File: config.mk
export PLATFORM = sky130hd
export DESIGN_NAME = fetch_ctrl_flat
export DESIGN_NICKNAME = d
export VERILOG_FILES = /design/src/rtl/fetch_pkg.sv /design/src/rtl/fetch_ctrl_if.sv /design/src/rtl/fetch_skid.sv /design/src/rtl/fetch_ctrl.sv /design/src/flat_wrapper.sv
export SDC_FILE = /design/constraint.sdc
export NUM_CORES = 1
export LEC_CHECK = 0
export BUFFER_PORTS_ARGS = -buffer_cell sky130_fd_sc_hd__buf_2
export CAP_MARGIN = 10
export CELL_PAD_IN_SITES_DETAIL_PLACEMENT = 1
export CELL_PAD_IN_SITES_GLOBAL_PLACEMENT = 1
export CORE_MARGIN = 4
export CORE_UTILIZATION = 43
export CTS_CLUSTER_SIZE = 28
export DETAILED_ROUTE_END_ITERATION = 8
export GPL_TIMING_DRIVEN = 0
export HOLD_SLACK_MARGIN = 0.1
export PLACE_DENSITY_LB_ADDON = 0.3
export SLEW_MARGIN = 20
export SYNTH_ARGS = -nofsm -noshare
export SYNTH_HDL_FRONTEND = slang
export SYNTH_SLANG_ARGS = --single-unit
File: constraint.sdc
create_clock -name clk -period 4 [get_ports clk]
set_clock_uncertainty 0.15 [all_clocks]
set_input_delay 0.6 -clock clk [delete_from_list [all_inputs] [get_ports clk]]
set_output_delay 0.6 -clock clk [all_outputs]
set_load 0.005 [all_outputs]
File: src/rtl/fetch_pkg.sv
// fetch_pkg: shared state encoding, widths and PC helper for the fetch controller
package fetch_pkg;
  localparam int INSTR_W = 32;
  typedef enum logic [1:0] {REQ, WAIT, HOLD, DRAIN} fetch_state_t;
  function automatic logic [31:0] align_pc(input logic [31:0] pc);
    return {pc[31:2], 2'b00};
  endfunction
endpackage

File: src/rtl/fetch_ctrl_if.sv
// fetch_ctrl_if: decode handshake plus instruction memory port of the fetch stage
interface fetch_ctrl_if;
  import fetch_pkg::*;
  logic stall;
  logic redirect;
  logic [31:0] redirect_pc;
  logic imem_gnt;
  logic imem_rvalid;
  logic [INSTR_W-1:0] imem_rdata;
  logic imem_req;
  logic [31:0] imem_addr;
  logic instr_valid;
  logic [INSTR_W-1:0] instr;
  logic [31:0] instr_pc;
  modport master (
    output stall, redirect, redirect_pc, imem_gnt, imem_rvalid, imem_rdata,
    input imem_req, imem_addr, instr_valid, instr, instr_pc
  );
  modport slave (
    input stall, redirect, redirect_pc, imem_gnt, imem_rvalid, imem_rdata,
    output imem_req, imem_addr, instr_valid, instr, instr_pc
  );
endinterface

File: src/rtl/fetch_skid.sv
// fetch_skid: one-entry buffer parking a response that arrived while decode was stalled
module fetch_skid
  import fetch_pkg::*;
(
  input  logic               clk,
  input  logic               rst,
  input  logic               i_load,
  input  logic               i_unload,
  input  logic               i_clear,
  input  logic [INSTR_W-1:0] i_data,
  input  logic [31:0]        i_pc,
  output logic [INSTR_W-1:0] o_data,
  output logic [31:0]        o_pc,
  output logic               o_valid
);
  logic [INSTR_W-1:0] r_data;
  logic [31:0] r_pc;
  logic r_valid;
  always_ff @(posedge clk)
    if (rst || i_clear) begin
      r_valid <= 1'b0;
      r_data <= '0;
      r_pc <= '0;
    end else if (i_load) begin
      r_valid <= 1'b1;
      r_data <= i_data;
      r_pc <= i_pc;
    end else if (i_unload)
      r_valid <= 1'b0;
  assign o_data = r_data;
  assign o_pc = r_pc;
  assign o_valid = r_valid;
endmodule

File: src/rtl/fetch_ctrl.sv
// fetch_ctrl: single-outstanding instruction fetch FSM with redirect and decode back-pressure
module fetch_ctrl
  import fetch_pkg::*;
#(
  parameter logic [31:0] RESET_PC = 32'h0000_0000
) (
  input logic clk,
  input logic rst,
  fetch_ctrl_if.slave bus
);
  fetch_state_t r_state;
  logic [31:0] r_pc;
  logic r_instr_valid;
  logic [INSTR_W-1:0] r_instr;
  logic [31:0] r_instr_pc;
  logic w_req, w_slot_free, w_consume, w_rv_wait;
  logic w_skid_load, w_skid_unload, w_skid_valid;
  logic [INSTR_W-1:0] w_skid_data;
  logic [31:0] w_skid_pc;
  assign w_req = !rst && r_state == REQ && !(r_instr_valid && bus.stall) && !bus.redirect;
  assign w_slot_free = !r_instr_valid || !bus.stall;
  assign w_consume = r_instr_valid && !bus.stall;
  assign w_rv_wait = r_state == WAIT && bus.imem_rvalid;
  assign w_skid_load = !bus.redirect && w_rv_wait && !w_slot_free;
  assign w_skid_unload = !bus.redirect && r_state == HOLD && !bus.stall;
  fetch_skid u_skid (
    .clk(clk),
    .rst(rst),
    .i_load(w_skid_load),
    .i_unload(w_skid_unload),
    .i_clear(bus.redirect),
    .i_data(bus.imem_rdata),
    .i_pc(r_pc),
    .o_data(w_skid_data),
    .o_pc(w_skid_pc),
    .o_valid(w_skid_valid)
  );
  always_ff @(posedge clk)
    if (rst) begin
      r_state <= REQ;
      r_pc <= align_pc(RESET_PC);
      r_instr_valid <= 1'b0;
      r_instr <= '0;
      r_instr_pc <= '0;
    end else if (bus.redirect) begin
      r_pc <= align_pc(bus.redirect_pc);
      r_instr_valid <= 1'b0;
      // an accepted request still owes one response, which DRAIN swallows
      r_state <= (((r_state == WAIT || r_state == DRAIN) && !bus.imem_rvalid) ||
                  (w_req && bus.imem_gnt)) ? DRAIN : REQ;
    end else begin
      if (w_consume) r_instr_valid <= 1'b0;
      case (r_state)
        REQ: if (w_req && bus.imem_gnt) r_state <= WAIT;
        WAIT:
          if (bus.imem_rvalid) begin
            r_pc <= r_pc + 32'd4;
            r_state <= w_slot_free ? REQ : HOLD;
            if (w_slot_free) begin
              r_instr <= bus.imem_rdata;
              r_instr_pc <= r_pc;
              r_instr_valid <= 1'b1;
            end
          end
        HOLD:
          if (!bus.stall) begin
            r_instr <= w_skid_data;
            r_instr_pc <= w_skid_pc;
            r_instr_valid <= w_skid_valid;
            r_state <= REQ;
          end
        DRAIN: if (bus.imem_rvalid) r_state <= REQ;
        default: r_state <= REQ;
      endcase
    end
  assign bus.imem_req = w_req;
  assign bus.imem_addr = r_pc;
  assign bus.instr_valid = r_instr_valid;
  assign bus.instr = r_instr;
  assign bus.instr_pc = r_instr_pc;
  a_rvalid_protocol: assert property (@(posedge clk) disable iff (rst)
    !(bus.imem_rvalid && (r_state == REQ || r_state == HOLD)));
endmodule
File: src/flat_wrapper.sv
// flat-port wrapper written by rule: the top's interface ports become plain ports
module fetch_ctrl_flat import fetch_pkg::*;
#(
  parameter logic [31:0] RESET_PC = 32'h0000_0000
)
  (clk, rst, bus_stall, bus_redirect, bus_redirect_pc, bus_imem_gnt, bus_imem_rvalid, bus_imem_rdata, bus_imem_req, bus_imem_addr, bus_instr_valid, bus_instr, bus_instr_pc);
  fetch_ctrl_if bus_i ();
  input logic clk;
  input logic rst;
  input wire logic [$bits(bus_i.stall)-1:0] bus_stall;
  input wire logic [$bits(bus_i.redirect)-1:0] bus_redirect;
  input wire logic [$bits(bus_i.redirect_pc)-1:0] bus_redirect_pc;
  input wire logic [$bits(bus_i.imem_gnt)-1:0] bus_imem_gnt;
  input wire logic [$bits(bus_i.imem_rvalid)-1:0] bus_imem_rvalid;
  input wire logic [$bits(bus_i.imem_rdata)-1:0] bus_imem_rdata;
  output wire logic [$bits(bus_i.imem_req)-1:0] bus_imem_req;
  output wire logic [$bits(bus_i.imem_addr)-1:0] bus_imem_addr;
  output wire logic [$bits(bus_i.instr_valid)-1:0] bus_instr_valid;
  output wire logic [$bits(bus_i.instr)-1:0] bus_instr;
  output wire logic [$bits(bus_i.instr_pc)-1:0] bus_instr_pc;
  assign bus_i.stall = bus_stall;
  assign bus_i.redirect = bus_redirect;
  assign bus_i.redirect_pc = bus_redirect_pc;
  assign bus_i.imem_gnt = bus_imem_gnt;
  assign bus_i.imem_rvalid = bus_imem_rvalid;
  assign bus_i.imem_rdata = bus_imem_rdata;
  assign bus_imem_req = bus_i.imem_req;
  assign bus_imem_addr = bus_i.imem_addr;
  assign bus_instr_valid = bus_i.instr_valid;
  assign bus_instr = bus_i.instr;
  assign bus_instr_pc = bus_i.instr_pc;
  fetch_ctrl #(.RESET_PC(RESET_PC)) u_core (.clk(clk), .rst(rst), .bus(bus_i));
endmodule
==> qor.yml, run 1 <==
run_status:
  status: "completed"
power:
  irDropWorstVdd_mv: 0.316
  p_leak_uw: 0.00339
  sw_frac_of_total: 0.253
  p_comb_frac: 0.104
  p_per_area_nw_per_um2: 419
  internal-power_uw: 2890
  p_sw_uw: 978
  fin_total_pwr_uw: 3870
  pwr-share-seq: 0.431
  pwr-share-clk: 0.466
yosys:
  mappedNetlistArea_sq_um: 7510
  synth-edff-count: 0
  yosysSeqAreaShare: 0.421
  synth.distinct_cells: 64
  synthCells: 916
  ys_warn_count: 0
  ys_async_sr_fraction: 0
  ys_ff_latch: 158
  syn_avg_cell_area_sq_um: 8.20
  ys.flop_type: "dfxtp_1"
layout:
  drive_above_1_share: 0.200
  fin_cells: 1334
  n_antenna_cell: 0
  fin_nets: 1173
  area_delta_synth_final_pct: 23.0
  final_cell_mix: "buf_2 (174), dfxtp_1 (158), nand2_1 (148)"
  final_common_cell: "buf_2"
placed_design:
  dp.cells: 1303
  io_buffers: 159
  preCtsSetupSlack_ps: 927
  dp.final_hpwl_mm: 18.7
  place.gp.congestion: 0.862
critical_path:
  cp_slowest_cell: "clkbuf_1"
  crit_arrival_ps: 3370
  crit_buf_inv: 4
  cpMostUsedCell: "clkbuf_1"
  startpoint_type: "flop"
  worstPathRequired_ps: 4200
  path_delay_family: "buffers and inverters"
  crit_path_end_kind: "flop"
  path_class: "reg2reg"
  cp_cell_sequence: "inv_1 -> ha_1 -> buf_2 -> nand2_2 -> o32a_1 -> clkbuf_1 -> clkbuf_1 -> o21ai_0 -> a21oi_1"
  slowest_delay_ps: 580
  path_max_fanout: 10
clock_network:
  cts_tree: "yes"
  hold_buffers: 0
  path_clk_slew_ps: 60
  numCtsBuffers: 17
  htreeDepth: 4
  cts_buffer_depth: 2
  cts_root_buf: "clkbuf_16"
  cts_sinks: 158
  clock_latency_ps: 430
  post_cts_resized: 0
  postCtsSetupRepairBufs: 0
timing:
  tns_ps: 0
  relSlewSlack: 0.502
  tightest_slew_ps: 743
  fin_crit_ps: 3170
  holdWs_ps: 263
  min_period_over_period: 0.792
  setup_violations: 0
  max_freq_mhz: 316
  hold_viol: 0
  rsz0062_at_grt: "no"
  fin_ws_ps: 834
  finalMaxSlewViolations: 0
floorplan:
  die_area_sq_um: 19600
  rows: 48
  die_y_um: 140
  ios: 168
  die_w_um: 140
  start_util: 0.436
  core_sq_um: 17200
route:
  vias_per_cell: 5.71
  wl_mm: 26.5
  drc: 0
  drt-wirelength-per-cell_um: 19.8
  drt_iter0_drc: 456
  drt_pass1_iterations: 5
  vias: 7621
  antenna_left: 0
global_routing:
  antenna_found_initial: 0
  overflow: 0
  grt_pass1_vias: 7720
  grt_pass1_wl_mm: 42.1
  grt_max_degree: 17
  grt_usage: 0.265
worst_hold_path:
  hp-class: "in2reg"
run:
  maxCapViolCount: 0
## worst register-to-register path, cell delays in order, from the launching register on
cell and delay [ps]:
dfxtp_1 370, inv_1 100, ha_1 180, buf_2 190, nand2_2 230, o32a_1 480
clkbuf_1 580, clkbuf_1 420, o21ai_0 210, a21oi_1 180
## layout make-up
class | count | area (sq um)
Sequential cell | 158 | 3160
Clock buffer | 21 | 450
Inverter | 13 | 48.8
Tap cell | 225 | 282
Fill cell | 2191 | 8000
Buffer | 90 | 413
Timing Repair Buffer | 159 | 796
Clock inverter | 10 | 188
Multi-Input combinational cell | 658 | 3900
## Yosys cell counts, drive strengths merged, types with 5 or more instances
master  number  area share
a211oi       8      0.0080
a21oi      132       0.088
a311oi       8      0.0093
and2         7      0.0058
and3         7      0.0058
and4         5      0.0060
buf         28       0.022
clkbuf      61       0.030
dfxtp      158        0.42
ha           6       0.010
inv         13      0.0065
mux2i       63       0.084
nand2      149       0.075
nand3       13      0.0087
nand4       13       0.013
nor2        18      0.0090
nor2b        5      0.0042
nor3         9      0.0067
nor4         9      0.0075
o21ai       69       0.046
or3         63       0.052
or4          8      0.0087
xnor2        7      0.0082
## through the flow
stage	instance area (sq um)	util
detailed placement	8600	0.499
global route	9240	0.536
CTS	9240	0.536
global placement	8600	0.499
finish	9240	0.536
floorplan	7520	-
## power groups by stage
| stage | Combinational [uW] | Clock [uW] | Sequential [uW] |
|---|---|---|---|
| 3_5_place_dp | 396 | 0 | 1700 |
| 6_report | 401 | 1800 | 1670 |
| 3_3_place_gp | 388 | 0 | 1700 |
| 4_1_cts | 400 | 1810 | 1670 |
| 2_1_floorplan | 224 | 0 | 1690 |
| 5_1_grt | 440 | 1880 | 1670 |
## registers in the layout (all words and copies together) (netlist names)
signal                  flops
u_core.r_state              2
u_core.u_skid.o_valid       1
u_core.bus.instr           32
u_core.u_skid.o_data       32
u_core.u_skid.o_pc         30
u_core.bus.instr_pc        30
u_core.bus.imem_addr       30
u_core.bus.instr_valid      1
## worst paths after layout
| kind | start | end | slack (ps) | depth (start not counted) |
|---|---|---|---|---|
| setup / recovery | u_core.r_state[1] | u_core.bus.instr_pc[4] | 830 | 9 |
| hold / removal | bus_imem_rdata[7] | u_core.u_skid.o_data[7] | 260 | 3 |
| setup reg to reg | u_core.r_state[1] | u_core.bus.instr_pc[4] | 830 | 9 |
| hold reg to reg | u_core.u_skid.o_pc[22] | u_core.u_skid.o_pc[22] | 310 | 2 |
## metal layers
layer | GRT usage | wire (um) | up-vias | part of all wire
met1 | 0.341 | 11600 | 3761 | 0.44
met4 | 0.0750 | 525 | 0 | 0.020
met3 | 0.0502 | 1360 | 41 | 0.051
met2 | 0.453 | 13000 | 204 | 0.49
li1 | - | - | 3615 | -
met5 | 0 | 0 | - | 0
## cell families after synthesis
kind of cell | count (synthesis) | synth area share
compound gates | 256 | 0.196
xor+xnor | 9 | 0.0105
fa+ha+maj | 6 | 0.00999
buf+inv | 103 | 0.0615
flops | 158 | 0.421
mux | 63 | 0.0840
other cells | 1 | 0.000499
simple gates | 320 | 0.217
Note: power is estimated with default switching activity, not from simulation.
==> run 2, diff against run 1 <==
- ABC_AREA: default -> 1
- CORE_UTILIZATION: 43 -> 34
- clock period: 4 -> 2.9 ns (I/O delays scaled with it)
==> run 2 against run 1 <==
  * Critical path depth down 1
  * First-iteration DRC count decreased by 16%
  * Routed wire length is 3.3% lower
  * Critical endpoint is now bus_imem_req
==> qor.yml, run 2 <==
global_routing:
  overflow: 0  # unchanged
  grt_pass1_vias: 7744  # +0.31%
  antenna_found_initial: 0  # unchanged
  grt_pass1_wl_mm: 40.5  # -3.8%
  grt_max_degree: 17  # unchanged
  grt_usage: 0.210  # -0.0544
critical_path:
  crit_arrival_ps: 1860  # -1510 ps
  crit_path_end_kind: "primary output"
  crit_buf_inv: 5  # +1
  startpoint_type: "primary input"
  cpMostUsedCell: "buf_2"
  path_max_fanout: 10  # unchanged
  worstPathRequired_ps: 2320  # -1880 ps
  r2r-start: "u_core.r_state[0]"
  path_class: "in2out"
  cp_slowest_cell: "clkbuf_2"
  path_delay_family: "buffers and inverters"
  ff2ff_setup_slack_ps: 540  # -290 ps
  cp_cell_sequence: "buf_2 -> buf_2 -> nor2_1 -> buf_2 -> clkbuf_2 -> nand2_1 -> nor2_1 -> buf_2"
  slowest_delay_ps: 270  # -310 ps
  r2r_cells: 9  # unchanged
  r2r-end: "u_core.bus.instr[29]"
yosys:
  yosysMostFrequentCell: "o21ai_0"
  yosysTopAreaCellShare: 0.430  # +0.00932
  synth.top_cells.by_count: "o21ai_0 (188), nand2_1 (184), inv_1 (160)"
  synth-edff-count: 0  # unchanged
  synth.distinct_cells: 31  # -52%
  ys_ff_latch: 158  # unchanged
  syn_avg_cell_area_sq_um: 6.93  # -16%
  synthCells: 1061  # +16%
  yosysTopAreaCell: "dfxtp_1"
  ys.flop_type: "dfxtp_1"
  yosysSeqAreaShare: 0.430  # +0.00932
  ys_top_cells_by_area: "dfxtp_1 (43%), o21ai_0 (13%), nand2_1 (9.4%)"
  ys_warn_count: 0  # unchanged
  ys_async_sr_fraction: 0  # unchanged
  mappedNetlistArea_sq_um: 7350  # -2.2%
route:
  drt_iter0_drc: 384  # -16%
  antenna_left: 0  # unchanged
  drt_pass1_iterations: 4  # -1
  drc: 0  # unchanged
  drt-wirelength-per-cell_um: 16.7  # -16%
  vias_per_cell: 4.99  # -13%
  wl_mm: 25.6  # -3.3%
  vias: 7643  # +0.29%
timing:
  hold_viol: 0  # unchanged
  min_period_over_period: 0.845
  relSlewSlack: 0.548  # +0.0464
  fin_crit_ps: 2450
  setup_violations: 0  # unchanged
  rsz0062_at_grt: "no"
  finalMaxSlewViolations: 0  # unchanged
  tns_ps: 0  # unchanged
  tightest_slew_ps: 677  # -65.5 ps
  max_freq_mhz: 408
layout:
  final_cell_mix: "buf_2 (198), o21ai_0 (188), nand2_1 (184)"
  seq_area_sq_um: 3160  # unchanged
  fin_nets: 1320  # +13%
  final_area_sq_um: 9120  # -1.3%
  n_antenna_cell: 0  # unchanged
  final_common_cell: "buf_2"
  multi_input_area_sq_um: 3260  # -16%
  area_delta_synth_final_pct: 24.1
  n_fill_cell: 2789  # +27%
  drive_above_1_share: 0.205  # +0.00507
clock_network:
  cts_sinks: 158  # unchanged
  cts_buffer_depth: 2  # unchanged
  numCtsBuffers: 17  # unchanged
  path_clk_slew_ps: 60  # about the same
  post_cts_resized: 0  # unchanged
  postCtsSetupRepairBufs: 0  # unchanged
  hold_buffers: 0  # unchanged
  cts_root_buf: "clkbuf_16"
  cts_tree: "yes"
  htreeDepth: 4  # unchanged
  clock_latency_ps: 430  # about the same
placed_design:
  placed_area_sq_um: 8510  # -1.0%
  io_buffers: 161  # +1.3%
  place.gp.congestion: 0.910  # +5.6%
  dp.final_hpwl_mm: 19.3  # +3.3%
run:
  maxCapViolCount: 0  # unchanged
run_status:
  status: "completed"
floorplan:
  ios: 168  # unchanged
  start_util: 0.347  # -0.0884
  die_w_um: 155  # +11%
  die_area_sq_um: 24000  # +22%
  core_sq_um: 21200  # +23%
  rows: 53  # +10%
  die_y_um: 155  # +11%
worst_hold_path:
  min-delay-start: "bus_imem_rdata[8]"
  holdPathEnd: "u_core.u_skid.o_data[8]"
  holdPathStages: 3  # unchanged
  hp-class: "in2reg"
power:
  irDropWorstVdd_mv: 0.304  # -3.8%
  p_leak_uw: 0.00393  # +16%
  p_per_area_nw_per_um2: 609  # +45%
run 2: cell types whose count changed after synthesis, sizes merged, moves of 37 or more:
cell	change
inv	+151
or3	-63
nand2	+37
mux2i	-63
o21ai	+133
nor2	+38
run 2: power by group:
| part | total (uW) | internal (uW) | switching (uW) |
|---|---|---|---|
| clock network | 2350 | 1370 | 980 |
| logic | 813 | 291 | 522 |
| registers | 2390 | 2300 | 92.2 |
run 2: kinds of logic (layout without fill, tap and decap cells):
logic type	Yosys count	count (layout)	synth area share
other	1	4	0.000510
AO/OA/AOI/OAI	367	367	0.262
flip-flops	158	158	0.430
adder cells (fa/ha/maj)	6	6	0.0102
XOR/XNOR	4	4	0.00477
AND/OR/NAND/NOR	292	292	0.164
buffers and inverters	233	426	0.128
run 2: worst min-delay path, stage by stage:
cell and delay [ps]:
buf_2 70, inv_1 40, a21oi_1 100
run 2: worst max-delay path by stage:
stage | startpoint | endpoint | slack, ps | depth (start not counted)
3_3_place_gp | rst | u_core.bus.instr_pc[9] | 470 | 7
4_1_cts | bus_redirect | bus_imem_req | 490 | 8
5_1_grt | bus_redirect | bus_imem_req | 390 | 8
6_report | bus_redirect | bus_imem_req | 450 | 8
2_1_floorplan | bus_redirect | bus_imem_req | 1120 | 6
3_5_place_dp | rst | u_core.bus.instr_pc[9] | 420 | 7
run 2: final cells by class:
class,count,area share
multi-input cells,673,0.357
flip-flops and latches,158,0.347
repair buffers,161,0.0883
inverters,164,0.0675
clock buffers,17,0.0466
well taps,275,0.0377
plain buffers,69,0.0354
clock inverters,15,0.0204
run 2: stage by stage:
step / instances / hold WS [ps] / setup slack, ps / utilization / power [uW]
global placement: 1500 / 281 / 473 / 0.402 / 3250
finish: 1532 / 111 / 451 / 0.431 / 5560
detailed placement: 1500 / 285 / 417 / 0.402 / 3260
global route: 1532 / 117 / 391 / 0.431 / 5830
CTS: 1532 / 109 / 485 / 0.431 / 5610
floorplan: 1064 / 290 / 1120 / - / 2880
run 2: routing by layer:
metal | routed length, um | track usage | vias up | share of wire
li1 | - | - | 3800 | -
met1 | 11900 | 0.282 | 3642 | 0.46
met2 | 12200 | 0.350 | 173 | 0.47
met3 | 1170 | 0.0345 | 28 | 0.046
met4 | 397 | 0.0601 | 0 | 0.016
met5 | 0 | 0 | - | 0
